### src/rtl/dmem_port_arbiter.sv
// Arbitrates the single vector data-memory port between the pipeline and the host/loader port.
// The pipeline has priority; the host gets bounded bursts and a guaranteed grant after a starvation window.
module dmem_port_arbiter #(
  parameter int unsigned vecSize      = 4,
  parameter int unsigned registerSize = 8,
  parameter int unsigned MAX_BURST    = 4,
  parameter int unsigned STARVE_LIMIT = 8
) (
  input  logic                              clk,
  input  logic                              reset,
  input  logic                              pipe_req,
  input  logic                              pipe_we,
  input  logic [registerSize-1:0]           pipe_addr,
  input  logic [vecSize*registerSize-1:0]   pipe_wdata,
  output logic                              pipe_stall,
  output logic                              pipe_rvalid,
  output logic [vecSize*registerSize-1:0]   pipe_rdata,
  input  logic                              host_req,
  input  logic                              host_we,
  input  logic [registerSize-1:0]           host_addr,
  input  logic [vecSize*registerSize-1:0]   host_wdata,
  output logic                              host_gnt,
  output logic                              host_rvalid,
  output logic [vecSize*registerSize-1:0]   host_rdata,
  output logic                              mem_we,
  output logic [registerSize-1:0]           mem_addr,
  output logic [vecSize*registerSize-1:0]   mem_wdata,
  input  logic [vecSize*registerSize-1:0]   mem_rdata,
  output logic                              owner_host
);

  localparam int unsigned DataW   = vecSize * registerSize;
  localparam int unsigned BeatW   = $clog2(MAX_BURST + 1);
  localparam int unsigned StarveW = $clog2(STARVE_LIMIT + 1);

  localparam logic [BeatW-1:0]   BeatMax   = BeatW'(MAX_BURST);
  localparam logic [StarveW-1:0] StarveMax = StarveW'(STARVE_LIMIT);

  typedef enum logic {
    S_PIPE = 1'b0,
    S_HOST = 1'b1
  } arbStateT;

  arbStateT            state;
  logic [BeatW-1:0]    beatCnt;
  logic [StarveW-1:0]  starveCnt;
  logic                rdTagPipe;
  logic                rdTagHost;
  logic                pipeGnt;
  logic                hostGnt;
  logic                burstContinue;

  assign burstContinue = (state == S_HOST) && host_req && (beatCnt < BeatMax);

  // Grant decode: at most one side per cycle, nothing granted while reset is asserted.
  always_comb begin
    pipeGnt = 1'b0;
    hostGnt = 1'b0;
    if (reset) begin
      unique case (state)
        S_PIPE: begin
          if (host_req && (starveCnt == StarveMax)) begin
            hostGnt = 1'b1;
          end else if (pipe_req) begin
            pipeGnt = 1'b1;
          end else if (host_req) begin
            hostGnt = 1'b1;
          end
        end
        S_HOST: begin
          if (burstContinue) begin
            hostGnt = 1'b1;
          end else if (pipe_req) begin
            pipeGnt = 1'b1;
          end else if (host_req) begin
            hostGnt = 1'b1;
          end
        end
        default: begin
          pipeGnt = 1'b0;
          hostGnt = 1'b0;
        end
      endcase
    end
  end

  // Memory command mux; an idle port presents zeros.
  always_comb begin
    mem_we    = 1'b0;
    mem_addr  = '0;
    mem_wdata = '0;
    if (pipeGnt) begin
      mem_we    = pipe_we;
      mem_addr  = pipe_addr;
      mem_wdata = pipe_wdata;
    end else if (hostGnt) begin
      mem_we    = host_we;
      mem_addr  = host_addr;
      mem_wdata = host_wdata;
    end
  end

  assign pipe_stall = reset & pipe_req & ~pipeGnt;
  assign host_gnt   = hostGnt;

  // Read data is a straight passthrough; only the validity flags are tracked here.
  assign pipe_rdata  = DataW'(mem_rdata);
  assign host_rdata  = DataW'(mem_rdata);
  assign pipe_rvalid = rdTagPipe;
  assign host_rvalid = rdTagHost;
  assign owner_host  = (state == S_HOST);

  // Ownership state, burst/starvation counters and read tags.
  always_ff @(posedge clk) begin
    if (!reset) begin
      state     <= S_PIPE;
      beatCnt   <= '0;
      starveCnt <= '0;
      rdTagPipe <= 1'b0;
      rdTagHost <= 1'b0;
    end else begin
      rdTagPipe <= pipeGnt & ~pipe_we;
      rdTagHost <= hostGnt & ~host_we;
      if (hostGnt) begin
        state     <= S_HOST;
        starveCnt <= '0;
        beatCnt   <= burstContinue ? beatCnt + BeatW'(1) : BeatW'(1);
      end else begin
        state   <= S_PIPE;
        beatCnt <= '0;
        if (pipeGnt && host_req) begin
          // Host is waiting behind the pipeline; count the denial, saturating.
          starveCnt <= (starveCnt < StarveMax) ? starveCnt + StarveW'(1) : starveCnt;
        end else begin
          starveCnt <= '0;
        end
      end
    end
  end

endmodule
### config.mk
export PLATFORM = sky130hd
export DESIGN_NAME = dmem_port_arbiter
export DESIGN_NICKNAME = d
export VERILOG_FILES = /design/src/rtl/dmem_port_arbiter.sv
export SDC_FILE = /design/constraint.sdc
export NUM_CORES = 1
export LEC_CHECK = 0
export ABC_AREA = 1
export CELL_PAD_IN_SITES_DETAIL_PLACEMENT = 1
export CELL_PAD_IN_SITES_GLOBAL_PLACEMENT = 1
export CORE_MARGIN = 1
export CORE_UTILIZATION = 13
export DETAILED_ROUTE_END_ITERATION = 8
export PLACE_DENSITY_LB_ADDON = 0.1
export REMOVE_ABC_BUFFERS = 1
export SETUP_SLACK_MARGIN = 0.15
export SLEW_MARGIN = 20
export SYNTH_ARGS = -nofsm -noshare
export SYNTH_HDL_FRONTEND = slang
export SYNTH_SLANG_ARGS = --single-unit
export TNS_END_PERCENT = 50
### constraint.sdc
create_clock -name clk -period 1.7 [get_ports clk]
set_input_delay 0.34 -clock clk [delete_from_list [all_inputs] [get_ports clk]]
set_output_delay 0.34 -clock clk [all_outputs]
set_load 0.05 [all_outputs]
After elaboration in Yosys (flattened, before gate mapping). Cells that the tools add are included.

Bits in registers: 10. Latch bits: 0. Memory bits (writable): 0. ROM bits: 0. Word-level logic and storage cells: 47. Memories kept: 0.

Add/sub/neg operators: 2. Multipliers: 0. Div/mod/pow operators: 0. Order comparisons: 2. Equal/unequal tests: 1. Shift-type cells: 0. Muxes and demuxes: 19. Bitwise logic cells: 10. Reductions and logical operators: 7.

Operators with widths (number): $mux W32 (2); $mux W8 (2); $mux W1 (13); $not A1 Y1 (6); $add A4 B1 Y4 const B (1); $and A1 B1 Y1 (4); $eq A4 B4 Y1 const B (1); $logic_and A1 B1 Y1 (4); $lt A4 B4 Y1 const B (1); $pmux W1 S2 (2); $add A3 B1 Y3 const B (1); $lt A3 B3 Y1 const B (1); $reduce_and A3 Y1 (1); $reduce_or A3 Y1 (1); $reduce_and A2 Y1 (1).

Logic depth before layout (Yosys ltp).
Depth in word-level cells: 8. Gate-level depth with buffers: 10. Depth with buffers taken out: 9.

Least setup slack after synthesis. Ideal clock, no wire load.

Path kind: reg2out. Start: register state (netlist: owner_host). End: output pipe_stall. Arrival time: 1.899 ns. Data required time: 1.360 ns. Setup slack: -0.539 ns. Cell stages (with the launch flop): 8. Path buffers: 1. Cell sequence: dfxtp_1 nand2_1 nor2_2 nor2_2 nand2_2 inv_4 buf_8 nor2_1.

Longest elaborated chain between the ends: 7.

RTL lines: from (decl) (RTL line 44) `arbStateT state;`; from (signal assigned) (RTL line 116) `state <= S_PIPE;`; from (signal assigned) (RTL line 125) `state <= S_HOST;`; from (signal assigned) (RTL line 129) `state <= S_PIPE;`; $logic_and A1 B1 Y1 (2 in a row) (RTL line 53) `assign burstContinue = (state == S_HOST) && host_req && (beatCnt < BeatMax);`; $mux W1 (RTL line 71) `if (burstContinue) begin`; $pmux W1 S2 * (RTL line 60) `unique case (state)`; $mux W1 * (RTL line 59) `if (reset) begin`; $not A1 Y1 * (RTL line 103) `assign pipe_stall = reset & pipe_req & ~pipeGnt;`; $and A1 B1 Y1 * (RTL line 103); to (decl) (RTL line 15) `output logic pipe_stall,`.

Every way passes the cells marked *; elsewhere a longest branch is shown, timed or not.

Worst setup path after layout.
Start: register starveCnt[0]. End: output mem_addr[5].

Longest elaborated chain between the ends: 7.

RTL lines: from (decl) (RTL line 46) `logic [StarveW-1:0] starveCnt;`; from (signal assigned) (RTL line 133) `starveCnt <= (starveCnt < StarveMax) ? starveCnt + StarveW'(1) : starveCnt;`; $eq A4 B4 Y1 * (RTL line 62) `if (host_req && (starveCnt == StarveMax)) begin`; $logic_and A1 B1 Y1 * (RTL line 62); $mux W1 (RTL line 62); $pmux W1 S2 (RTL line 60); $mux W1 (RTL line 59); $mux W8 (RTL line 96) `end else if (hostGnt) begin`; $mux W8 * (RTL line 92) `if (pipeGnt) begin`; to (decl) (RTL line 26) `output logic [registerSize-1:0] mem_addr,`.

Marks and branches as above.

==> results.md <==
* Outcome: finished, violations left
* Failing checks: design-rule violations, negative setup slack
* WL/cell at between 15 and 20 um
* NumNets Final at 460
* Kind of critical path: register to output port
* DR pass1 iterations at 6
* Worst path arrival time at ~1.7 ns
* Final non-filler cell total at 480
* Synth Area per Inst at 6.14 um^2
* R2r startpoint: starveCnt[0]$_SDFFE_PP0N_
* CTS Buf Count at 3
* Die area at about 13000 um^2
* Power Density at approximately 500 nW/um^2
* Share of layout cells above drive strength 1 at 0.466
* Largest net degree at the start of global routing at 44
* Setup ws final at -0.356 ns
* IO Count at ~230
* Crit Path Max Fanout at 7
* Hold Slack at 0.551 ns
* Post-route clock period utilization at 1.21
* Placed instance count at 469
* Initial core utilization at 0.135
* Clk_lat worst skew at between 0.2 and 0.25 ns
* FMAX at around 0.49 GHz
* Worst min-delay path class: register to register
* CTS Sinks at 10
* GR Util All Layers at 0.144
* Main flop type after synthesis: dfxtp_1
* Final WL at a little over 9000 um
* TritonCTS clock tree: yes
* Vias per inst at roughly 4
* Drc violations at 5
* Slew HR at 0.589
* Syn Inst Count at between 200 and 300
* Synth warnings at 0
* Worst hold start: beatCnt[1]$_SDFF_PN0_
* Placed inst area at 3000 um^2
* Clock transition at path regs at roughly 0.04 ns
* Remaining global-route overflow at 0
* Max VDD drop at ~0.00023 V
* CP required at about 1.4 ns
* Depth of the CTS H-tree at 1
* Max-slew violation count at 0
* Number of synthesized register bits at 10
* # setup viols final at 43
* Max Buffers Root-to-Sink at 2
* Input/output buffers at around 130
* Netlist cell types at 19
* Final min period at ~2.1 ns
* Crit. Startpoint: starveCnt[0]$_SDFFE_PP0N_
* First-pass GRT wire length at about 13000 um
* Hold Buf Count CTS at 0
* Vias in the first global route at approximately 2.0k
* Leak at between 0.001 and 0.0015 uW
* Sequential cell area fraction in the yosys report at 0.127
* Detailed Route Iter0 Violations at 60
* Async S/R FF share, synth at 0
* Final instance area at between 3000 and 4000 um^2
* EDFF count, synth at 0
* Netlist Area Pre-Place at 1570 um^2
* PnR Total Power at between 1500 and 2000 uW
* CP startpoint kind: register
* Total of max-cap violations at 0
* FP Rows at 39
* Hold Vio Cnt, Final at 0
* Via count at ~1.9k
* Die Span X at ~110 um
* Worst Setup End Kind: output port
* DRT antenna net count at 0
* RSZ-0062 raised after global routing: yes
* Die Ht at about 110 um
* Post-DP HPWL at approximately 7000 um
* Final Skew at ~0.0025 ns
* CTS Root Cell: clkbuf_16
* Core Area at roughly 12000 um^2
* Initial antenna violation count at 0
* Worst slew pin tran at ~0.6 ns
* Area growth from synthesis to layout at 123%
* Routability cong. at 0.671
* Ant. Diodes at 0
## logic make-up (layout without fill, tap and decap cells)
logic type      count (synthesis)  count (layout)  synth area share
buf+inv                        86             167             0.404
compound gates                  4               4            0.0127
flops                          10              10             0.127
fa+ha+maj                       3               3            0.0239
simple gates                  153             153             0.432
## critical path, stage by stage, from the launching register on
cell and delay (ns):
dfxtp_2 0.32, inv_2 0.07, ha_4 0.12, nand2_2 0.05
nor2_2 0.11, nand2_2 0.08, nand2_4 0.12, buf_12 0.13
clkbuf_16 0.17, nand3_4 0.07, nand2_4 0.11, buf_12 0.13
## state kept, by name, summed over array words and instances, names as in the netlist
name         flops
owner_host       1
beatCnt          3
pipe_rvalid      1
starveCnt        4
host_rvalid      1
## cell type report
| class | count | area (um^2) |
|---|---|---|
| multi-input cells | 160 | 997 |
| fillers | 1339 | 8100 |
| repair inverters | 1 | 20.0 |
| well taps | 143 | 179 |
| repair buffers | 154 | 1990 |
| flip-flops and latches | 10 | 201 |
| inverters | 9 | 50.0 |
| clock buffers | 3 | 75.1 |
## Yosys cell counts, types with 2 or more instances
cell type | n | share of area
nor2_2 | 2 | 0.0080
buf_2 | 2 | 0.0064
nand2_1 | 82 | 0.20
nand3_1 | 44 | 0.14
dfxtp_1 | 10 | 0.13
inv_1 | 7 | 0.017
a21oi_1 | 4 | 0.013
buf_6 | 7 | 0.050
nand2_2 | 12 | 0.048
nor2_1 | 10 | 0.024
buf_4 | 65 | 0.31
ha_1 | 3 | 0.024
clkbuf_1 | 2 | 0.0048
## stage by stage
stage | utilization | setup TNS (ns) | worst slack, ns
finish | 0.302 | -14.08 | -0.356
global route | 0.302 | -18.09 | -0.448
CTS | 0.287 | -15.55 | -0.383
detailed placement | 0.258 | -28.86 | -0.679
global placement | 0.258 | -26.62 | -0.636
floorplan | - | -15.24 | -0.514
## where the power goes
part | internal, uW | switching, uW
logic | 566 | 548
clock network | 305 | 113
registers | 242 | 3.52
total | 1110 | 665
## routing by layer
layer  vias to the layer above  part of all wire  track usage
li1                        900                 -            -
met1                       864              0.42        0.180
met2                       152              0.40        0.189
met3                        10              0.17        0.109
met4                         2            0.0085       0.0293
met5                         -            0.0051       0.0549
## worst paths after layout
kind | to | slack (ns) | cells past startpoint
worst max register to register | beatCnt[0]$_SDFF_PN0_ | 0.17 | 11
worst max-delay path | mem_addr[5] | -0.36 | 11
worst min-delay path | beatCnt[1]$_SDFF_PN0_ | 0.55 | 3
worst min register to register | beatCnt[1]$_SDFF_PN0_ | 0.55 | 3
## cells in the final DEF, fill, tap and decap left out, types with 5 or more instances in the layout
cell,synthesis,routed
nand2_2,12,55
buf_12,0,45
nand2_1,82,35
buf_4,65,19
nand3_4,0,5
clkdlybuf4s50_1,0,82
nand3_1,44,35
nor2_1,10,6
dfxtp_1,10,9
## timing repair
action	in CTS	in global routing
endpoints found under the setup margin	48	46
gates cloned	3	1
pin swaps	2	15
gates resized for setup	56	35
buffers inserted	3	1
Power figures use the tool's default switching activity.
==> RTL change 1: new RTL, config.mk and constraints unchanged <==
`registerSize`: 8 -> 16.
--- a/src/rtl/dmem_port_arbiter.sv
+++ b/src/rtl/dmem_port_arbiter.sv
@@ -2,7 +2,7 @@
 // The pipeline has priority; the host gets bounded bursts and a guaranteed grant after a starvation window.
 module dmem_port_arbiter #(
   parameter int unsigned vecSize      = 4,
-  parameter int unsigned registerSize = 8,
+  parameter int unsigned registerSize = 16,
   parameter int unsigned MAX_BURST    = 4,
   parameter int unsigned STARVE_LIMIT = 8
 ) (
Ports: changed (9 resized); port bits go from 228 to 444. No check against the original RTL was run, so the function may have changed too.
==> RTL change 1 against the unedited design <==
The flow finishes with violations (negative setup slack); cell count is 80% higher; worst setup slack worse by 74 ps; final area is 87% higher; total power is 62% higher; sequential cell count stayed put; synthesized area is 72% higher; wire length grew to 2.8 times the old value; non-clock buffer count is 137 higher; critical path type unchanged; critical endpoint is now mem_addr[0].
==> RTL change 1: results (changes against the unedited design) <==
INFO  metric outcome = finished with violations
INFO  metric failed_checks = negative setup slack
INFO  metric cp-endpoint = mem_addr[0]
INFO  metric register_area = 203 sq um (+0.62%)
INFO  metric multiInputGateArea = 1920 sq um (+93%)
INFO  metric timing.critical_path.from = starveCnt[1]
INFO  metric met2RoutedLength = 12800 um (+240%)
INFO  metric grt_util_met2 = 40.6% (+22 points)
INFO  metric clock_cell_area_share = 1.14% (-0.99 points)
INFO  metric hp-start = starveCnt[3]
INFO  metric synth_fa_ha_area_share = 1.39% (-1.0 points)
INFO  metric routed.top_layer = met5
INFO  metric critical_path.top_delay_family = buffers and inverters
INFO  metric report.final.setup_viol = 83 (+93%)
INFO  metric post-route-worst-setup-slack = -429 ps (-73.9 ps)
INFO  metric hold_ws = 486 ps (-64.5 ps)
INFO  metric antenna_left = 0 (unchanged)
INFO  metric final_cells = 864 (+80%)
INFO  metric list_of_most_frequent_post_synthesis_cells = nand2_1 (173), buf_4 (129), nand3_1 (64), nand3_2 (21), buf_2 (16)
INFO  metric layout.filler_cells = 2307 (+72%)
INFO  metric gpl.final_weighted_congestion = 0.850 (+27%)
INFO  metric minimum_setup_slack_after_placement = -625 ps (+54.5 ps)
INFO  metric groute.usage.overall = 23.6% (+9.1 points)
INFO  metric dr_wl_cell = 30.3 um (+57%)
INFO  metric firstDrtPassIters = 4 (-2)
INFO  metric hpwl = 21500 um (+210%)
INFO  metric global_route.usage.met1 = 18.8% (+0.78 points)
INFO  metric final-nonclk-buf-share = 60.6% (+4.0 points)
INFO  metric dpl-instance-area = 5430 sq um (+81%)
INFO  metric met1Wirelength = 7290 um (+87%)
INFO  metric vdd_drop_max = 0.269 mV (+18%)
INFO  metric final.signal_inverter_count = 11 (+1)
INFO  metric i_o_buffers = 251 (+92%)
INFO  metric path_max_fanout = 8 (+1)
INFO  metric grt_max_degree = 56 (+27%)
INFO  metric wire_length_of_the_first_global_routing_pass = 34600 um (+160%)
INFO  metric multi_input_comb_cells = 279 (+74%)
INFO  metric yosysSeqAreaShare = 7.39% (-5.3 points)
INFO  metric finClkSkew = 2.19 ps (-0.287 ps)
INFO  metric drive_gt1_share = 50.5% (+3.9 points)
INFO  metric worst_r2r_endpoint = host_rvalid
INFO  metric area_growth_from_synthesis_to_layout = 142%
INFO  metric layout.nets = 829 (+80%)
INFO  metric synthTopCellsByArea = buf_4 (36%), nand2_1 (24%), nand3_1 (12%)
INFO  metric global_route.usage.met3 = 24.4% (+13 points)
INFO  metric synthCells = 454 (+77%)
INFO  metric max-slew-margin-rel = 70.9% (+12 points)
INFO  metric number_of_global_route_vias_before_repair = 3921 (+94%)
INFO  metric placed_insts = 842 (+80%)
INFO  metric dr.first_iter.drc_count = 104 (+73%)
==> RTL change 1: cell types whose count changed in the layout (fill, tap and decap cells not counted), sizes merged <==
| cell | before | now |
|---|---|---|
| inv | 10 | 11 |
| clkbuf | 4 | 6 |
| nand2 | 95 | 174 |
| nand3 | 44 | 85 |
| nor2 | 12 | 11 |
| buf | 69 | 124 |
| clkdlybuf4s50 | 82 | 162 |
| dlygate4sd2 | 2 | 1 |
| clkdlybuf4s15 | 0 | 1 |
==> RTL change 1: report_power, final <==
| part | switching (uW) | leakage [uW] | internal [uW] |
|---|---|---|---|
| sequential | 3.54 | 0.0000822 | 242 |
| combinational | 1090 | 0.00255 | 1140 |
| clock | 103 | 0.0000370 | 304 |
| total | 1200 | 0.00267 | 1690 |
==> RTL change 1: what timing repair did <==
action                                 4_1_cts  5_1_grt
setup buffers                                7        1
gates cloned                                 8        3
gates resized for setup                    149       48
pin swaps                                   27       30
setup endpoints to repair                   88       86
endpoints found under the hold margin        0        0
==> RTL change 2: new RTL, same flow settings <==
Made on the original files. Make the reset (`reset`) asynchronous in one clocked block.
--- a/src/rtl/dmem_port_arbiter.sv
+++ b/src/rtl/dmem_port_arbiter.sv
@@ -111,7 +111,7 @@
   assign owner_host  = (state == S_HOST);
 
   // Ownership state, burst/starvation counters and read tags.
-  always_ff @(posedge clk) begin
+  always_ff @(posedge clk or negedge reset) begin
     if (!reset) begin
       state     <= S_PIPE;
       beatCnt   <= '0;
Function: differs if reset is asserted again (counterexample within 4 cycles, from zero or initial values and one cycle with reset low); with reset held inactive, the same outputs for 10 cycles.
==> RTL change 2 against the unedited design <==
The run ends with negative setup slack left; combinational power shrank 5%; sequential cell count stayed put; synthesized area increased by 5.7%; final area shrank 1.9%; non-clock buffer count unchanged; total power fell by 4.3%; worst setup slack better by 28 ps; synthesized cell count increased by 0.78%; cell count up 4.6%; wire length increased by 0.57%; global-route usage down 0.74 points; critical path type unchanged; largest power group unchanged.
==> RTL change 2: results (changes against the unedited design) <==
INFO  metric post_synth_mux_area_share = 0.602% (+0.60 points)
INFO  metric timing.critical_path.slowest_cell_delay = 370 ps (+50 ps)
INFO  metric failed_checks = negative setup slack
INFO  metric yosysSeqAreaShare = 15.1% (+2.3 points)
INFO  metric worst_r2r_endpoint = beatCnt[0]
INFO  metric synthTopCellsByArea = buf_4 (29%), nand3_1 (25%), dfrtp_1 (15%)
INFO  metric outcome = finished with violations
INFO  metric final.setup.tns = -12930 ps (+1160 ps)
INFO  metric post-route-worst-setup-slack = -328 ps (+27.5 ps)
INFO  metric xor_xnor_cell_area_share_of_the_yosys_netlist = 1.05% (+1.1 points)
INFO  metric final_cells = 502 (+4.6%)
INFO  metric dominantRegCellSynth = dfrtp_1
INFO  metric gpl.final_weighted_congestion = 0.678 (+0.98%)
INFO  metric async_reset_ff_share = 100% (+100 points)
INFO  metric worst_hold_path_type = in2async
INFO  metric met1Wirelength = 4090 um (+4.7%)
INFO  metric grt_max_degree = 33 (-25%)
INFO  metric cp-endpoint = mem_we
INFO  metric layout.filler_cells = 1432 (+6.9%)
INFO  metric tightestPinTransition = 411 ps (-205 ps)
INFO  metric timing.critical_path.from = starveCnt[0]
INFO  metric met3_length = 1360 um (-13%)
INFO  metric finClkSkew = 3.07 ps (+0.591 ps)
INFO  metric dr.first_iter.drc_count = 47 (-22%)
INFO  metric layout.nets = 457 (-0.65%)
INFO  metric report.final.setup_viol = 43 (unchanged)
INFO  metric critical_path.top_delay_family = buffers and inverters
INFO  metric r2r.worst_path.cells = 10 (-1)
INFO  metric grt_util_met2 = 17.8% (-1.1 points)
INFO  metric number_of_global_route_vias_before_repair = 2101 (+3.8%)
INFO  metric firstDrtPassIters = 4 (-2)
INFO  metric synth_compound_area_share = 0.301% (-0.97 points)
INFO  metric synthCells = 258 (+0.78%)
INFO  metric synth_cell_type_count = 20 (+1)
INFO  metric critical_path_arrival = 1690 ps (-30 ps)
INFO  metric global_route.usage.met3 = 9.54% (-1.3 points)
RTL change 2: worst reg2reg max path, delay by kind of cell (launching register included):
kind	cells	cell delay, ps
flip-flops	1	370
adder cells (fa/ha/maj)	1	140
buffers and inverters	4	450
AND/OR/NAND/NOR	5	470
RTL change 2: how the worst min path moves through the flow:
stage | to | cells after the start | slack [ps]
after floorplan | beatCnt[0] | 0 | 40
after global placement | starveCnt[3] | 2 | 430
after global routing | starveCnt[2] | 2 | 210
after detailed placement | starveCnt[2] | 2 | 440
after CTS | pipe_rvalid | 2 | 190
final | starveCnt[2] | 2 | 190
RTL change 2: power by group:
group / total, uW / switching (uW) / internal, uW
sequential: 248 / 2.85 / 245
combinational: 1050 / 512 / 534
clock: 409 / 104 / 305
RTL change 2: final cells by class:
cell class | instances | area (sq um) | share of cell area [%]
Sequential cell | 10 | 250 | 7.26
Timing Repair Buffer | 154 | 1960 | 57.0
Multi-Input combinational cell | 158 | 915 | 26.5
Clock buffer | 3 | 75.1 | 2.18
Tap cell | 168 | 210 | 6.10
Inverter | 9 | 33.8 | 0.980
RTL change 2: through the flow:
step / hold slack, ps / worst slack [ps] / instance area (sq um)
final: 188 / -328 / 3450
after global routing: 212 / -465 / 3450
after floorplan: 44.4 / -599 / 1070
after global placement: 433 / -512 / 3180
after CTS: 195 / -357 / 3430
after detailed placement: 442 / -520 / 3180
RTL change 2: what timing repair did:
action | 4_1_cts | 5_1_grt
resized for setup | 52 | 3
setup endpoints to repair | 52 | 51
pin swaps | 4 | 0
gates cloned | 1 | 0
setup buffers | 3 | 0
